**src/rtl/routing_pkg.sv**
```systemverilog
// Shared definitions for the routing lookup path: the two lookup type codes,
// the lookup field widths, and the request bundle sent to the routing system.
package routing_pkg;

   localparam logic LK_HOST    = 1'b0;
   localparam logic LK_PATH    = 1'b1;

   localparam int   HOST_IDX_W = 6;
   localparam int   SW_ID_W    = 4;

   typedef struct packed {
      logic                  lk_type;
      logic [HOST_IDX_W-1:0] host_idx;
      logic [SW_ID_W-1:0]    src_sw;
      logic [SW_ID_W-1:0]    dst_sw;
   } lookup_req_t;

endpackage

```
**src/rtl/lookup_tag_pipe.sv**
```systemverilog
// Tracks lookups issued on one routing-system port. Each issued request
// pushes {v, id} into a LATENCY-deep shift register; the last stage lines up
// with the cycle the routing system returns that lookup's response.
//   in_v / in_id      : request strobe and owning client id
//   slot_v / slot_id  : tag expected to match this cycle's response
//   any_v             : some tracked lookup is still in flight
module lookup_tag_pipe #(
   parameter int LATENCY = 3,
   parameter int ID_W    = 2
) (
   input  logic            clk,
   input  logic            rst,
   input  logic            in_v,
   input  logic [ID_W-1:0] in_id,
   output logic            slot_v,
   output logic [ID_W-1:0] slot_id,
   output logic            any_v
);

   logic [LATENCY-1:0]           v_q, v_d;
   logic [LATENCY-1:0][ID_W-1:0] id_q, id_d;

   always_comb begin
      v_d     = v_q;
      id_d    = id_q;
      v_d[0]  = in_v;
      id_d[0] = in_id;
      for (int k = 1; k < LATENCY; k++) begin
         v_d[k]  = v_q[k-1];
         id_d[k] = id_q[k-1];
      end
   end

   always_ff @(posedge clk or posedge rst) begin
      if (rst) begin
         v_q  <= '0;
         id_q <= '0;
      end else begin
         v_q  <= v_d;
         id_q <= id_d;
      end
   end

   assign slot_v  = v_q[LATENCY-1];
   assign slot_id = id_q[LATENCY-1];
   assign any_v   = |v_q;

endmodule

```
**src/rtl/routing_lookup_arbiter.sv**
```systemverilog
// Shares the two lookup ports (A, B) of the routing system among NUM_REQ
// clients. Up to two round-robin grants per cycle, registered issue onto
// req_a_* / req_b_*, and per-port tag tracking so each response is reported
// with its owning client id.
//   cli_*        : client requests (fields packed per client), cli_ready accept
//   req_a/b_*    : registered lookup strobes and fields to the routing system
//   resp_a/b_*   : response strobes back from the routing system
//   done_a/b_*   : response matched a tracked lookup, with its client id
//   lat_err      : sticky response/tag mismatch, cleared by err_clr
//   busy         : lookups in flight or a request being issued
module routing_lookup_arbiter
   import routing_pkg::*;
#(
   parameter int NUM_REQ = 4,
   parameter int ID_W    = 2,
   parameter int LATENCY = 3
) (
   input  logic                          clk,
   input  logic                          rst,
   input  logic                          system_ready,
   input  logic [NUM_REQ-1:0]            cli_valid,
   output logic [NUM_REQ-1:0]            cli_ready,
   input  logic [NUM_REQ-1:0]            cli_type,
   input  logic [NUM_REQ*HOST_IDX_W-1:0] cli_host_idx,
   input  logic [NUM_REQ*SW_ID_W-1:0]    cli_src_sw,
   input  logic [NUM_REQ*SW_ID_W-1:0]    cli_dst_sw,
   output logic                          req_a_valid,
   output logic                          req_a_type,
   output logic [HOST_IDX_W-1:0]         req_a_host_idx,
   output logic [SW_ID_W-1:0]            req_a_src_sw,
   output logic [SW_ID_W-1:0]            req_a_dst_sw,
   output logic                          req_b_valid,
   output logic                          req_b_type,
   output logic [HOST_IDX_W-1:0]         req_b_host_idx,
   output logic [SW_ID_W-1:0]            req_b_src_sw,
   output logic [SW_ID_W-1:0]            req_b_dst_sw,
   input  logic                          resp_a_valid,
   input  logic                          resp_b_valid,
   output logic                          done_a_valid,
   output logic [ID_W-1:0]               done_a_id,
   output logic                          done_b_valid,
   output logic [ID_W-1:0]               done_b_id,
   output logic                          lat_err,
   input  logic                          err_clr,
   output logic                          busy
);

   logic [ID_W-1:0] rr_ptr_q, rr_ptr_d;
   logic            req_a_valid_q, req_a_valid_d;
   logic            req_b_valid_q, req_b_valid_d;
   lookup_req_t     req_a_q, req_a_d;
   lookup_req_t     req_b_q, req_b_d;
   logic [ID_W-1:0] id_a_q, id_a_d;
   logic [ID_W-1:0] id_b_q, id_b_d;
   logic            lat_err_q, lat_err_d;

   logic            grant_a, grant_b;
   logic [ID_W-1:0] idx_a, idx_b, scan_idx;
   logic            slot_a_v, slot_b_v, any_a, any_b;
   logic [ID_W-1:0] slot_a_id, slot_b_id;
   logic            err_a, err_b;

   function automatic logic [ID_W-1:0] next_ptr(input logic [ID_W-1:0] idx);
      return (int'(idx) == NUM_REQ - 1) ? '0 : idx + ID_W'(1);
   endfunction

   // First valid client from rr_ptr wins port A, the next one port B. The
   // scan visits each client once, so a client can never take both ports.
   always_comb begin
      grant_a  = 1'b0;
      grant_b  = 1'b0;
      idx_a    = '0;
      idx_b    = '0;
      scan_idx = '0;
      if (system_ready && !rst) begin
         for (int i = 0; i < NUM_REQ; i++) begin
            scan_idx = ID_W'((int'(rr_ptr_q) + i) % NUM_REQ);
            if (cli_valid[scan_idx]) begin
               if (!grant_a) begin
                  grant_a = 1'b1;
                  idx_a   = scan_idx;
               end else if (!grant_b) begin
                  grant_b = 1'b1;
                  idx_b   = scan_idx;
               end
            end
         end
      end
   end

   always_comb begin
      cli_ready = '0;
      if (grant_a) cli_ready[idx_a] = 1'b1;
      if (grant_b) cli_ready[idx_b] = 1'b1;
   end

   // A response and its expected tag must coincide; either without the
   // other is flagged and the tag simply falls off the end of the pipe.
   assign err_a = slot_a_v ^ resp_a_valid;
   assign err_b = slot_b_v ^ resp_b_valid;

   always_comb begin
      req_a_valid_d = grant_a;
      req_b_valid_d = grant_b;
      req_a_d       = req_a_q;
      req_b_d       = req_b_q;
      id_a_d        = id_a_q;
      id_b_d        = id_b_q;
      rr_ptr_d      = rr_ptr_q;
      if (grant_a) begin
         req_a_d.lk_type  = cli_type[idx_a];
         req_a_d.host_idx = cli_host_idx[idx_a*HOST_IDX_W +: HOST_IDX_W];
         req_a_d.src_sw   = cli_src_sw[idx_a*SW_ID_W +: SW_ID_W];
         req_a_d.dst_sw   = cli_dst_sw[idx_a*SW_ID_W +: SW_ID_W];
         id_a_d           = idx_a;
         rr_ptr_d         = next_ptr(idx_a);
      end
      // B is always later in scan order than A, so it sets the pointer.
      if (grant_b) begin
         req_b_d.lk_type  = cli_type[idx_b];
         req_b_d.host_idx = cli_host_idx[idx_b*HOST_IDX_W +: HOST_IDX_W];
         req_b_d.src_sw   = cli_src_sw[idx_b*SW_ID_W +: SW_ID_W];
         req_b_d.dst_sw   = cli_dst_sw[idx_b*SW_ID_W +: SW_ID_W];
         id_b_d           = idx_b;
         rr_ptr_d         = next_ptr(idx_b);
      end
      // Set has priority over a same-cycle clear.
      lat_err_d = (lat_err_q && !err_clr) || err_a || err_b;
   end

   always_ff @(posedge clk or posedge rst) begin
      if (rst) begin
         rr_ptr_q      <= '0;
         req_a_valid_q <= 1'b0;
         req_b_valid_q <= 1'b0;
         req_a_q       <= '0;
         req_b_q       <= '0;
         id_a_q        <= '0;
         id_b_q        <= '0;
         lat_err_q     <= 1'b0;
      end else begin
         rr_ptr_q      <= rr_ptr_d;
         req_a_valid_q <= req_a_valid_d;
         req_b_valid_q <= req_b_valid_d;
         req_a_q       <= req_a_d;
         req_b_q       <= req_b_d;
         id_a_q        <= id_a_d;
         id_b_q        <= id_b_d;
         lat_err_q     <= lat_err_d;
      end
   end

   lookup_tag_pipe #(.LATENCY(LATENCY), .ID_W(ID_W)) u_tag_a (
      .clk     (clk),
      .rst     (rst),
      .in_v    (req_a_valid_q),
      .in_id   (id_a_q),
      .slot_v  (slot_a_v),
      .slot_id (slot_a_id),
      .any_v   (any_a)
   );

   lookup_tag_pipe #(.LATENCY(LATENCY), .ID_W(ID_W)) u_tag_b (
      .clk     (clk),
      .rst     (rst),
      .in_v    (req_b_valid_q),
      .in_id   (id_b_q),
      .slot_v  (slot_b_v),
      .slot_id (slot_b_id),
      .any_v   (any_b)
   );

   assign req_a_valid    = req_a_valid_q;
   assign req_a_type     = req_a_q.lk_type;
   assign req_a_host_idx = req_a_q.host_idx;
   assign req_a_src_sw   = req_a_q.src_sw;
   assign req_a_dst_sw   = req_a_q.dst_sw;
   assign req_b_valid    = req_b_valid_q;
   assign req_b_type     = req_b_q.lk_type;
   assign req_b_host_idx = req_b_q.host_idx;
   assign req_b_src_sw   = req_b_q.src_sw;
   assign req_b_dst_sw   = req_b_q.dst_sw;

   assign done_a_valid   = slot_a_v && resp_a_valid;
   assign done_a_id      = slot_a_id;
   assign done_b_valid   = slot_b_v && resp_b_valid;
   assign done_b_id      = slot_b_id;
   assign lat_err        = lat_err_q;
   assign busy           = any_a || any_b || req_a_valid_q || req_b_valid_q;

endmodule

```
**config.mk**
```make
export PLATFORM = sky130hd
export DESIGN_NAME = routing_lookup_arbiter
export DESIGN_NICKNAME = d
export VERILOG_FILES = /design/src/rtl/routing_pkg.sv /design/src/rtl/lookup_tag_pipe.sv /design/src/rtl/routing_lookup_arbiter.sv
export SDC_FILE = /design/constraint.sdc
export NUM_CORES = 1
export LEC_CHECK = 0
export CAP_MARGIN = 20
export CELL_PAD_IN_SITES_DETAIL_PLACEMENT = 1
export CELL_PAD_IN_SITES_GLOBAL_PLACEMENT = 2
export CORE_MARGIN = 2
export CORE_UTILIZATION = 30
export CTS_BUF_LIST = sky130_fd_sc_hd__clkbuf_16
export CTS_CLUSTER_SIZE = 40
export DETAILED_ROUTE_END_ITERATION = 16
export GPL_ROUTABILITY_DRIVEN = 0
export PLACE_DENSITY_LB_ADDON = 0.1
export SLEW_MARGIN = 20
export SYNTH_ARGS = -nofsm -noshare
export SYNTH_HDL_FRONTEND = slang
export SYNTH_SLANG_ARGS = --single-unit
export TNS_END_PERCENT = 10
```
**constraint.sdc**
```tcl
create_clock -name clk -period 7.2 [get_ports clk]
set_clock_uncertainty 0.05 [all_clocks]
set_input_delay 1.08 -clock clk [delete_from_list [all_inputs] [get_ports clk]]
set_output_delay 1.08 -clock clk [all_outputs]
set_load 0.005 [all_outputs]
```
# Yosys cells after proc, flatten, opt, wreduce, memory -nomap -nowiden
# Cells that the tools add are included.
# word_totals
reg_bits	57
out_inout_bits	44
wordCells	122
# op_classes
n_addsub	5
mul	2
magnitude_cmp	8
n_eq_ne	2
n_shift	6
mux	58
bitwise	3
n_reduce_logical	16
# op_table
operator	count
$shiftx A16 B5 Y4	4
$shiftx A24 B6 Y6	2
$mux W2	22
$mux W1	26
$lt A2 B3 Y1 const B	6
$bmux W1 S2	6
$mul A2 B2 Y4 const B	2
$mux W4	2
$add A2 B1 Y2 const B	3
$logic_and A1 B1 Y1	6
$reduce_or A3 Y1	2
$logic_or A1 B1 Y1	5
$add A2 B2 Y2 const B	2
$demux W1 S2	2
$eq A2 B1 Y1 const B	2
$ge A2 B1 Y1 const B	2
$or A4 B4 Y4	1
$logic_not A1 Y1	2
$reduce_bool A2 Y1	1
$xor A1 B1 Y1	2

# Depth between registers and ports, before layout
# Gate-level depths: netlist of run 1.
# depth
ltp_word	20
depth_mapped	13
depth_no_buf	11

# Hierarchy
# From an unflattened synthesis of run 1, not the netlist that was laid out.
# unflattened
cells_unflattened	359
hier_area_um2	3470.8
# modules_own_cells
module	n_inst	cells_each	area_per_inst_um2	seq_area_each_um2
routing_lookup_arbiter	1	337	3000.4	975.9
lookup_tag_pipe	2	11	235.2	225.2

# Worst setup path before layout of run 1
# OpenSTA, ideal clock, no wires.
# synth_timing
path_kind	input -> output
start	input cli_valid[0]
end	output cli_ready[0]
arrival_time_ns	3.403
t_required_ns	6.070
path_slack_ns	2.667
path_stages	12
path_buffers	3
cell_sequence	buf_2 buf_2 nor2b_1 a211oi_1 a21oi_1 ha_1 mux2i_1 a211oi_2 o21ai_4 buf_2 ha_1 a22o_1
# synth_between
elab_chain_len	20
word_cells_on_any_way	55
cone_classes	4 x order compare; 48 x mux; 1 x bitwise; 2 x reduce/logical
# synth_rtl
element	line	text
start: declaration	routing_lookup_arbiter.sv:21	input logic [NUM_REQ-1:0] cli_valid,
$bmux W1 S2	routing_lookup_arbiter.sv:78	if (cli_valid[scan_idx]) begin
$mux W1 (not written as such)	routing_lookup_arbiter.sv:78	
$mux W1	routing_lookup_arbiter.sv:78	
$mux W1	routing_lookup_arbiter.sv:75	if (system_ready && !rst) begin
$mux W1	routing_lookup_arbiter.sv:79	if (!grant_a) begin
$mux W1	routing_lookup_arbiter.sv:78	
$mux W1	routing_lookup_arbiter.sv:75	
$mux W2 or $mux W1 (tied branches)	routing_lookup_arbiter.sv:82, routing_lookup_arbiter.sv:79	
[... 4 more ...]	n/a	
$mux W2	routing_lookup_arbiter.sv:78	
$mux W2	routing_lookup_arbiter.sv:75	
$lt A2 B3 Y1 (not written as such) or $ge A2 B1 Y1 (tied branches)	routing_lookup_arbiter.sv:94	if (grant_b) cli_ready[idx_b] = 1'b1;
$logic_and A1 B1 Y1 (not written as such)	routing_lookup_arbiter.sv:94	
$mux W1 (not written as such)	routing_lookup_arbiter.sv:94	
$demux W1 S2	routing_lookup_arbiter.sv:94	
$or A4 B4 Y4 (no line)	n/a	
$mux W4 (*)	routing_lookup_arbiter.sv:94	
end: declaration	routing_lookup_arbiter.sv:22	output logic [NUM_REQ-1:0] cli_ready,
# Every way passes the cells marked *; elsewhere a longest branch is shown, timed or not. The select of a mux whose other input is x is not followed.

# Worst setup path in the final report of run 1
# layout_timing
start	input cli_valid[0]
end	output cli_ready[3]
# layout_between
word_cells_on_any_way	55
cone_classes	4 x order compare; 48 x mux; 1 x bitwise; 2 x reduce/logical
# layout_rtl
element	line	text
$bmux W1 S2	routing_lookup_arbiter.sv:78	
$mux W1 (not written as such)	routing_lookup_arbiter.sv:78	
$mux W1	routing_lookup_arbiter.sv:78	
$mux W1	routing_lookup_arbiter.sv:75	
$mux W2 or $mux W1 (tied branches)	routing_lookup_arbiter.sv:79, routing_lookup_arbiter.sv:78	
$mux W2 or $mux W1 (tied branches)	routing_lookup_arbiter.sv:78, routing_lookup_arbiter.sv:75	
$mux W2 or $mux W1 (tied branches)	routing_lookup_arbiter.sv:79, routing_lookup_arbiter.sv:78	
$mux W2 or $mux W1 (tied branches)	routing_lookup_arbiter.sv:78, routing_lookup_arbiter.sv:75	
[... 3 more ...]	n/a	
via idx_a[0]	routing_lookup_arbiter.sv:58	logic [ID_W-1:0] idx_a, idx_b, scan_idx;
$lt A2 B3 Y1 (not written as such) or $ge A2 B1 Y1 (tied branches)	routing_lookup_arbiter.sv:93	if (grant_a) cli_ready[idx_a] = 1'b1;
$logic_and A1 B1 Y1 (not written as such)	routing_lookup_arbiter.sv:93	
$mux W1 (not written as such)	routing_lookup_arbiter.sv:93	
$demux W1 S2 (*)	routing_lookup_arbiter.sv:93	
$mux W4 (*)	routing_lookup_arbiter.sv:93	
$or A4 B4 Y4 (no line)	n/a	
$mux W4 (*)	routing_lookup_arbiter.sv:94	
# Mark *: on every way through the listed nets, which the timed path passes. The rest lies on a longest branch. The select of a mux whose other input is x is not followed.

==> metrics.txt, run 1 <==
worst-margin pin slew 0.9618 ns; antenna violations before repair 0; drt drc 3; P_leak 2.206 nW; post-synth cell types 62; vias in the first global route 3,619; Avg WL per Cell 19.70 um; GRT overflow 0; total I/O pin count 114; crit-path cells clkdlybuf4s50_1, nor2b_1, a211oi_1, a21oi_1, ha_1, mux2i_1, o41ai_4, o21ai_4, inv_2, ha_1, a22o_1, clkdlybuf4s50_1; Pwr Total 1.495 mW; layout cell share with drive strength beyond 1 11.32%; Core Area 0.01152 mm^2; number of post-CTS setup repair buffers 0; CTS buffer count 9; Starting Density 30.94%; max-cap viol count 0; Layout area overhead 43.75%; crit path launch type input port; largest family of logic cells by synthesized area compound AO/OA/AOI/OAI gates; status complete, but fails checks; ys flop type dfrtp_1; TritonCTS clock tree yes; Die H 113.0 um; number of synthesized flops with an enable pin 0; die area 0.01277 mm^2; Compound-Gate Fraction of Synth Area 23.14%; slowest stage delay, CP 0.77 ns; hold buffers post-CTS 0; slowest CP cell clkdlybuf4s50_1; first-pass GRT wire length 19,420 um; cells resized by post-CTS repair 0; Final min period 6.151 ns; flops & latches, synth 57; final setup vio count 0; sequential area share after synthesis 40.03%; Clock Latency Late Sink 0.33 ns; detailed placement HPWL 8401 um; Top delay family on crit path buffers and inverters; PortBufs 113; crit path DAT 5.02 ns; Mapped Cells 357; endpoints failing hold 0; post-synthesis simple-gate area fraction 12.75%; RSZ-0062 raised after global routing false; max-slew violation count 0; CP Buf/Inv Count 3; fmax 162.6 MHz; Setup TNS Final 0 ns; clock slew seen by the registers of the worst setup and hold paths 0.05 ns; Hold Path Class reg -> reg; most frequent cell after synthesis dfrtp_1; Ys Warns 0; Critical Path End Type output port; Post-synth top cells 57 x dfrtp_1, 55 x nand2_1, 42 x mux2i_1, 16 x nor2_1; Synth area leader dfrtp_1; Tcrit/Tclk final 85.44%; Synth area leaders dfrtp_1 40%, mux2i_1 12%, nand2_1 5.8%; GRT Overall Usage 19.53%; starting DRC count in detailed routing 194; VDD IR-drop max 118.4 uV; Post-Route WL 12,030 um; Vias/cell 5.350; Async SR Flop Fraction 100.0%; failing checks DRC; ANT cells 0; die width 113.0 um; synthesized area per cell 9.982 um^2; critical path class in -> out; Final nets 545; XOR/XNOR Fraction of Synth Area 0.2458%; Pre-antenna DRT Iters 10; largest net degree at the start of global routing 58; H-tree level count 3; Post-Syn Nets 439; Synth Area in Adders 4.213%; top cell type's share of synthesized area 40.03%; fin util 44.48%; CP Max Fanout 20; Post-Syn Area 0.003563 mm^2; relative slew slack 35.88%; power per cell area 291.8 mW/mm^2; mux share of post-synthesis cell area 14.12%; Vias 3,269; Detail Route Antenna Nets 0; Longest Clk Path Bufs 2; row cnt 39; CP required 6.07 ns; CTS sink cnt 57; root buf cell clkbuf_16
==> area by class of cell <==
class | instances | area [um^2]
sequential | 57 | 1426
inverter | 10 | 38.79
fill | 1275 | 6394
tap | 143 | 178.9
clock inverter | 7 | 103.9
timing repair buffer | 122 | 1199
clock buffer | 9 | 225.2
multi-input combinational | 263 | 1951
==> kinds of logic after synthesis <==
kind of cell / Yosys count
fa+ha+maj: 12
buf+inv: 37
flops: 57
simple gates: 99
xor+xnor: 1
mux: 48
compound gates: 103
==> flip-flops by register name, summed over array words and instances, names as in the netlist, 3 cells and up <==
name and cells:
u_tag_b.id_d 4, u_tag_a.v_q 3, u_tag_b.v_q 3, req_b_src_sw 4, req_a_host_idx 6, req_b_dst_sw 4, req_a_dst_sw 4, req_a_src_sw 4
req_b_host_idx 6, u_tag_a.id_d 4
==> placed cells by master, fill, tap and decap left out, types with 4 or more instances in the layout <==
cell type          n
a21oi_1            7
a22o_1             4
a31o_2             6
a31oi_1           15
buf_4              9
clkbuf_16          9
clkdlybuf4s50_1  113
clkinv_4           4
dfrtp_1           57
ha_1              12
inv_1              4
inv_2              4
mux2_2             4
mux2i_1           42
nand2_1           55
nand2b_1           5
nor2_1            16
o211a_1            6
o211ai_1          13
o21ai_0            8
o21ai_1            4
o221ai_1          15
==> power breakdown <==
group          internal (mW)  switching, mW
sequential             0.409         0.0732
combinational          0.289          0.250
clock                  0.306          0.168
==> worst reg2reg max path: stages (launching register included) <==
cell     delay (ns)
dfrtp_1        0.97
mux2i_1        0.38
a21oi_1        0.15
ha_1           0.34
mux2i_1        0.22
o41ai_4        0.16
o21ai_4        0.61
buf_4          0.34
mux2_2         0.36
a22oi_1        0.15
o21ai_1        0.08
==> per-layer routing <==
layer	up-vias	routed length, um	GRT usage [%]
li1	1548	-	-
met1	1614	5467	25.56
met2	93	5631	31.61
met3	14	746	5.410
met4	0	189	6.016
met5	-	0	0
==> through the flow <==
stage / hold slack (ns) / std cells / setup slack [ns] / area (um^2)
global route: 0.3068 / 611 / 0.6868 / 5122
global placement: 0.2831 / 595 / 1.153 / 4793
finish: 0.2968 / 611 / 1.049 / 5122
detailed placement: 0.2863 / 595 / 1.057 / 4793
floorplan: 0.2812 / 357 / 2.667 / 3563
CTS: 0.2985 / 611 / 1.044 / 5122
==> worst paths after layout <==
kind,end,slack [ns],cells past startpoint,start
max reg2reg,req_a_src_sw[2],3.27,10,rr_ptr_q[1]
min in group asynchronous,req_b_host_idx[1],1.24,3,rst
max in group asynchronous,u_tag_b.slot_id[0],5.32,3,rst
min,u_tag_a.slot_id[0],0.30,0,u_tag_a.id_d[4]
min reg2reg,u_tag_a.slot_id[0],0.30,0,u_tag_a.id_d[4]
max,cli_ready[3],1.05,12,cli_valid[0]
No activity file was read; power rests on OpenSTA's default activity.
==> run 2, diff against run 1 <==
Settings changed: CELL_PAD_IN_SITES_GLOBAL_PLACEMENT 2 to 1, CORE_UTILIZATION 30 to 38, GPL_TIMING_DRIVEN from default to 0.
==> metrics.txt, run 2 (synthesized netlist as in run 1, its figures left out) <==
Avg WL per Cell 20.77 um (+5.5%); ANT cells 0 (unchanged); drt drc 0 (-3); crit path DAT 4.87 ns (-0.15 ns); CTS buffer count 9 (unchanged); Pre-antenna DRT Iters 4 (-6); CP Max Fanout 11 (-45%); Post-Route WL 12,400 um (+3.0%); Die H 100.8 um (-11%); PortBufs 112 (-0.88%); power per cell area 295.0 mW/mm^2 (+1.1%); Starting Density 38.93% (+8.0 points); worst-margin pin slew 0.8494 ns (-0.1124 ns); Tcrit/Tclk final 83.40% (-2.0 points); detailed placement HPWL 8710 um (+3.7%); Critical R2R Launch rr_ptr_q[1]; reg2reg end rr_ptr_q[1]; Critical Path End Type output port; Core Area 0.009153 mm^2 (-21%); HP Start u_tag_b.id_d[4]; vias in the first global route 3,745 (+3.5%); starting DRC count in detailed routing 103 (-47%); relative slew slack 42.89% (+7.0 points); clock slew seen by the registers of the worst setup and hold paths 0.06 ns (about the same); commonest cells after routing, fill and taps aside 112 x clkdlybuf4s50_1, 57 x dfrtp_1, 55 x nand2_1; CP Launch Point cli_valid[0]; Final nets 563 (+3.3%); largest net degree at the start of global routing 56 (-3.4%); root buf cell clkbuf_16; GRT Overall Usage 25.45% (+5.9 points); antenna violations before repair 0 (unchanged); TritonCTS clock tree yes; layout cell share with drive strength beyond 1 12.96% (+1.6 points); total I/O pin count 114 (unchanged); crit path to cli_ready[2]; Layout area overhead 45.40%; GRT overflow 0 (unchanged); Clock Latency Late Sink 0.32 ns (about the same); die width 100.8 um (-11%); H-tree level count 3 (unchanged); cells resized by post-CTS repair 0 (unchanged); VDD IR-drop max 126.2 uV (+6.5%); status complete, no violations; crit path launch type input port; critical path class in -> out; max-cap viol count 0 (unchanged); RSZ-0062 raised after global routing false; endpoints failing hold 0 (unchanged); first-pass GRT wire length 19,800 um (+2.0%); CTS sink cnt 57 (unchanged); Vias 3,421 (+4.6%); die area 0.01017 mm^2 (-20%); number of post-CTS setup repair buffers 0 (unchanged); Vias/cell 5.730 (+7.1%); Worst R2R Path Depth 13 (+3); fmax 166.5 MHz (+2.4%); max-slew violation count 0 (unchanged); Final min period 6.005 ns (-0.1465 ns); final setup vio count 0 (unchanged); CP required 6.07 ns (about the same); P_leak 2.267 nW (+2.8%); Setup TNS Final 0 ns (unchanged); register-to-register setup slack 3.72 ns (+0.45 ns); Hold Path Class reg -> reg; Longest Clk Path Bufs 2 (unchanged); Place WS 1.245 ns (+0.1884 ns); hold buffers post-CTS 0 (unchanged); leading cell type in the layout, fill and taps excluded clkdlybuf4s50_1; row cnt 35 (-10%); fin worst setup slack 1.195 ns (+0.1465 ns); fin util 56.61% (+12 points); Detail Route Antenna Nets 0 (unchanged)
-- run 2: cell count changes in the layout (fill, tap and decap cells not counted), moves of 2 or more --
| cell | change |
|---|---|
| clkinv_4 | -2 |
| buf_2 | +12 |
| clkbuf_1 | +8 |
| buf_4 | -6 |
| buf_6 | +4 |
-- run 2: cell type report --
type | count | area [um^2]
Fill cell | 1040 | 3971
Clock buffer | 9 | 225.2
Clock inverter | 7 | 102.6
Tap cell | 111 | 138.9
Multi-Input combinational cell | 263 | 1941
Inverter | 10 | 41.29
Sequential cell | 57 | 1426
Timing Repair Buffer | 113 | 1149
Buffer | 27 | 157.7
-- run 2: power by group --
part	internal [mW]	switching (mW)	leakage, nW	total [mW]
Clock	0.307	0.172	0.157	0.479
Sequential	0.410	0.0512	0.708	0.461
Combinational	0.300	0.289	1.40	0.589
-- run 2: per-layer routing --
layer  vias to the layer above  track usage (%)  wire, um
met2                       103            45.85      6467
met5                         -                0         0
li1                       1578                -         -
met3                         9            4.438       613
met4                         0            6.217        93
met1                      1731            31.45      5226
-- run 2: worst max-delay path, stage by stage --
cell	delay [ns]
clkdlybuf4s50_1	0.47
buf_2	0.21
buf_2	0.26
nor2b_1	0.16
a211oi_1	0.06
a21oi_1	0.22
ha_1	0.23
mux2i_1	0.09
a211oi_2	0.73
o21ai_4	0.19
buf_2	0.28
ha_1	0.24
a22o_1	0.19
clkdlybuf4s50_1	0.46
-- run 2: worst min-delay path by stage --
stage | to | slack (ns) | depth (start not counted)
detailed placement | u_tag_a.id_d[4] | 0.29 | 0
global placement | u_tag_a.id_d[4] | 0.28 | 0
floorplan | u_tag_a.id_d[4] | 0.28 | 0
finish | u_tag_b.slot_id[0] | 0.30 | 0
CTS | u_tag_b.slot_id[0] | 0.30 | 0
global route | u_tag_a.id_d[5] | 0.31 | 0
-- run 2: metrics by stage --
stage / hold WS, ns / total power, mW / instances / cell area (um^2)
2_1_floorplan: 0.2812 / 0.7610 / 357 / 3563
3_3_place_gp: 0.2831 / 1.028 / 580 / 4823
3_5_place_dp: 0.2862 / 1.048 / 581 / 4853
4_1_cts: 0.3003 / 1.541 / 597 / 5181
5_1_grt: 0.3142 / 1.612 / 597 / 5181
6_report: 0.2985 / 1.529 / 597 / 5181
==> run 3, diff against run 2 <==
Settings changed: CORE_UTILIZATION 38 to 35.
Clock period 7.2 ns to 6 ns, I/O delays scaled along.
==> metrics.txt, run 3 (synthesized netlist as in run 1, its figures left out) <==
detailed placement HPWL 8843 um (+1.5%); H-tree level count 3 (unchanged); fmax 177.6 MHz; crit path launch type input port; slowest stage delay, CP 0.72 ns (about the same); Die H 104.9 um (+4.0%); largest net degree at the start of global routing 49 (-13%); TritonCTS clock tree yes; Critical Path End Type output port; ANT cells 0 (unchanged); Final min period 5.632 ns; P_leak 2.249 nW (-0.78%); Hold Path Sink u_tag_b.slot_id[1]; endpoints failing hold 0 (unchanged); CTS sink cnt 57 (unchanged); Longest Clk Path Bufs 2 (unchanged); crit path DAT 4.68 ns (-0.19 ns); fin util 52.73% (-3.9 points); Pwr Total 1.769 mW (+16%); Post-Route WL 12,280 um (-0.97%); root buf cell clkbuf_16; final setup vio count 0 (unchanged); slowest CP cell a211oi_2; Hold Path Class reg -> reg; relative slew slack 33.17% (-9.7 points); first-pass GRT wire length 20,010 um (+1.0%); commonest cells after routing, fill and taps aside 112 x clkdlybuf4s50_1, 57 x dfrtp_1, 55 x nand2_1; CP Max Fanout 11 (unchanged); PortBufs 112 (unchanged); GRT overflow 0 (unchanged); Clock Latency Late Sink 0.32 ns (about the same); Top delay family on crit path buffers and inverters; Placement Cell Area 0.004881 mm^2 (+0.57%); Detail Route Antenna Nets 0 (unchanged); Vias/cell 5.473 (-4.5%); Avg WL per Cell 19.84 um (-4.5%); CP Buf/Inv Count 5 (unchanged); layout cell share with drive strength beyond 1 12.76% (-0.21 points); die area 0.01100 mm^2 (+8.2%); Layout area overhead 45.30% (about the same); Final nets 563 (unchanged); starting DRC count in detailed routing 151 (+47%); clock slew seen by the registers of the worst setup and hold paths 0.05 ns (about the same); hold buffers post-CTS 0 (unchanged); leading cell type in the layout, fill and taps excluded clkdlybuf4s50_1; RSZ-0062 raised after global routing false; reg2reg end rr_ptr_q[1]; crit-path cells clkdlybuf4s50_1, buf_2, buf_2, nor2b_1, a211oi_1, a21oi_1, ha_1, mux2i_1, a211oi_2, o21ai_4, buf_2, ha_1, a22o_1, clkdlybuf4s50_1; VDD IR-drop max 163.2 uV (+29%); CP required 5.05 ns (-1.02 ns); worst-margin pin slew 0.9939 ns (+0.1446 ns); cell area after layout 0.005177 mm^2 (about the same); critical path class in -> out; register-to-register setup slack 2.54 ns (-1.18 ns); power per cell area 341.6 mW/mm^2 (+16%); max-cap viol count 0 (unchanged); Tcrit/Tclk final 93.86%; antenna violations before repair 0 (unchanged); Min Hold Slack 0.2957 ns (-0.002806 ns); hold-critical path depth 0 (unchanged); CP most frequent cell buf_2; Core Area 0.009819 mm^2 (+7.3%); Worst R2R Path Depth 13 (unchanged); die width 104.9 um (+4.0%); number of post-CTS setup repair buffers 0 (unchanged); status complete, no violations; vias in the first global route 3,834 (+2.4%); Starting Density 36.29% (-2.6 points); row cnt 36 (+2.9%); cells resized by post-CTS repair 0 (unchanged); Critical R2R Launch rr_ptr_q[1]; total I/O pin count 114 (unchanged); Pre-antenna DRT Iters 4 (unchanged); HP Start u_tag_b.id_d[5]; GRT Overall Usage 23.05% (-2.4 points); drt drc 0 (unchanged); max-slew violation count 0 (unchanged); Vias 3,388 (-0.96%); Setup TNS Final 0 ns (unchanged); CTS buffer count 9 (unchanged)
-- run 3: report_power, final --
| part | leakage [nW] | switching, mW | internal [mW] | total, mW |
|---|---|---|---|---|
| registers | 0.708 | 0.0594 | 0.492 | 0.551 |
| clock network | 0.139 | 0.191 | 0.320 | 0.511 |
| logic | 1.40 | 0.346 | 0.360 | 0.706 |
-- run 3: final cells by class --
class                   count  area, um^2
well taps                 133       166.4
plain buffers              27       157.7
repair buffers            113        1149
multi-input cells         263        1941
clock inverters             7       71.32
flip-flops and latches     57        1426
inverters                  10       41.29
clock buffers               9       225.2
fillers                  1143        4642
-- run 3: per-layer routing --
| layer | global-route usage (%) | part of all wire, % | vias up |
|---|---|---|---|
| met2 | 40.07 | 49 | 105 |
| met4 | 6.667 | 1.1 | 0 |
| li1 | - | - | 1578 |
| met3 | 5.427 | 5.3 | 8 |
| met5 | 0 | 0 | - |
| met1 | 28.38 | 44 | 1697 |
-- run 3: worst max-delay path by stage --
stage / cells past startpoint / end / from / slack [ns]
floorplan: 12 / cli_ready[0] / cli_valid[0] / 1.83
global placement: 14 / cli_ready[2] / cli_valid[0] / 0.43
detailed placement: 14 / cli_ready[2] / cli_valid[0] / 0.40
CTS: 14 / cli_ready[2] / cli_valid[0] / 0.37
global route: 14 / cli_ready[0] / cli_valid[0] / 0.17
finish: 14 / cli_ready[2] / cli_valid[0] / 0.37
-- run 3: stage by stage --
step / cells / setup slack, ns
global placement: 602 / 0.4282
CTS: 619 / 0.3713
floorplan: 357 / 1.827
detailed placement: 603 / 0.4031
finish: 619 / 0.3685
global route: 619 / 0.1659
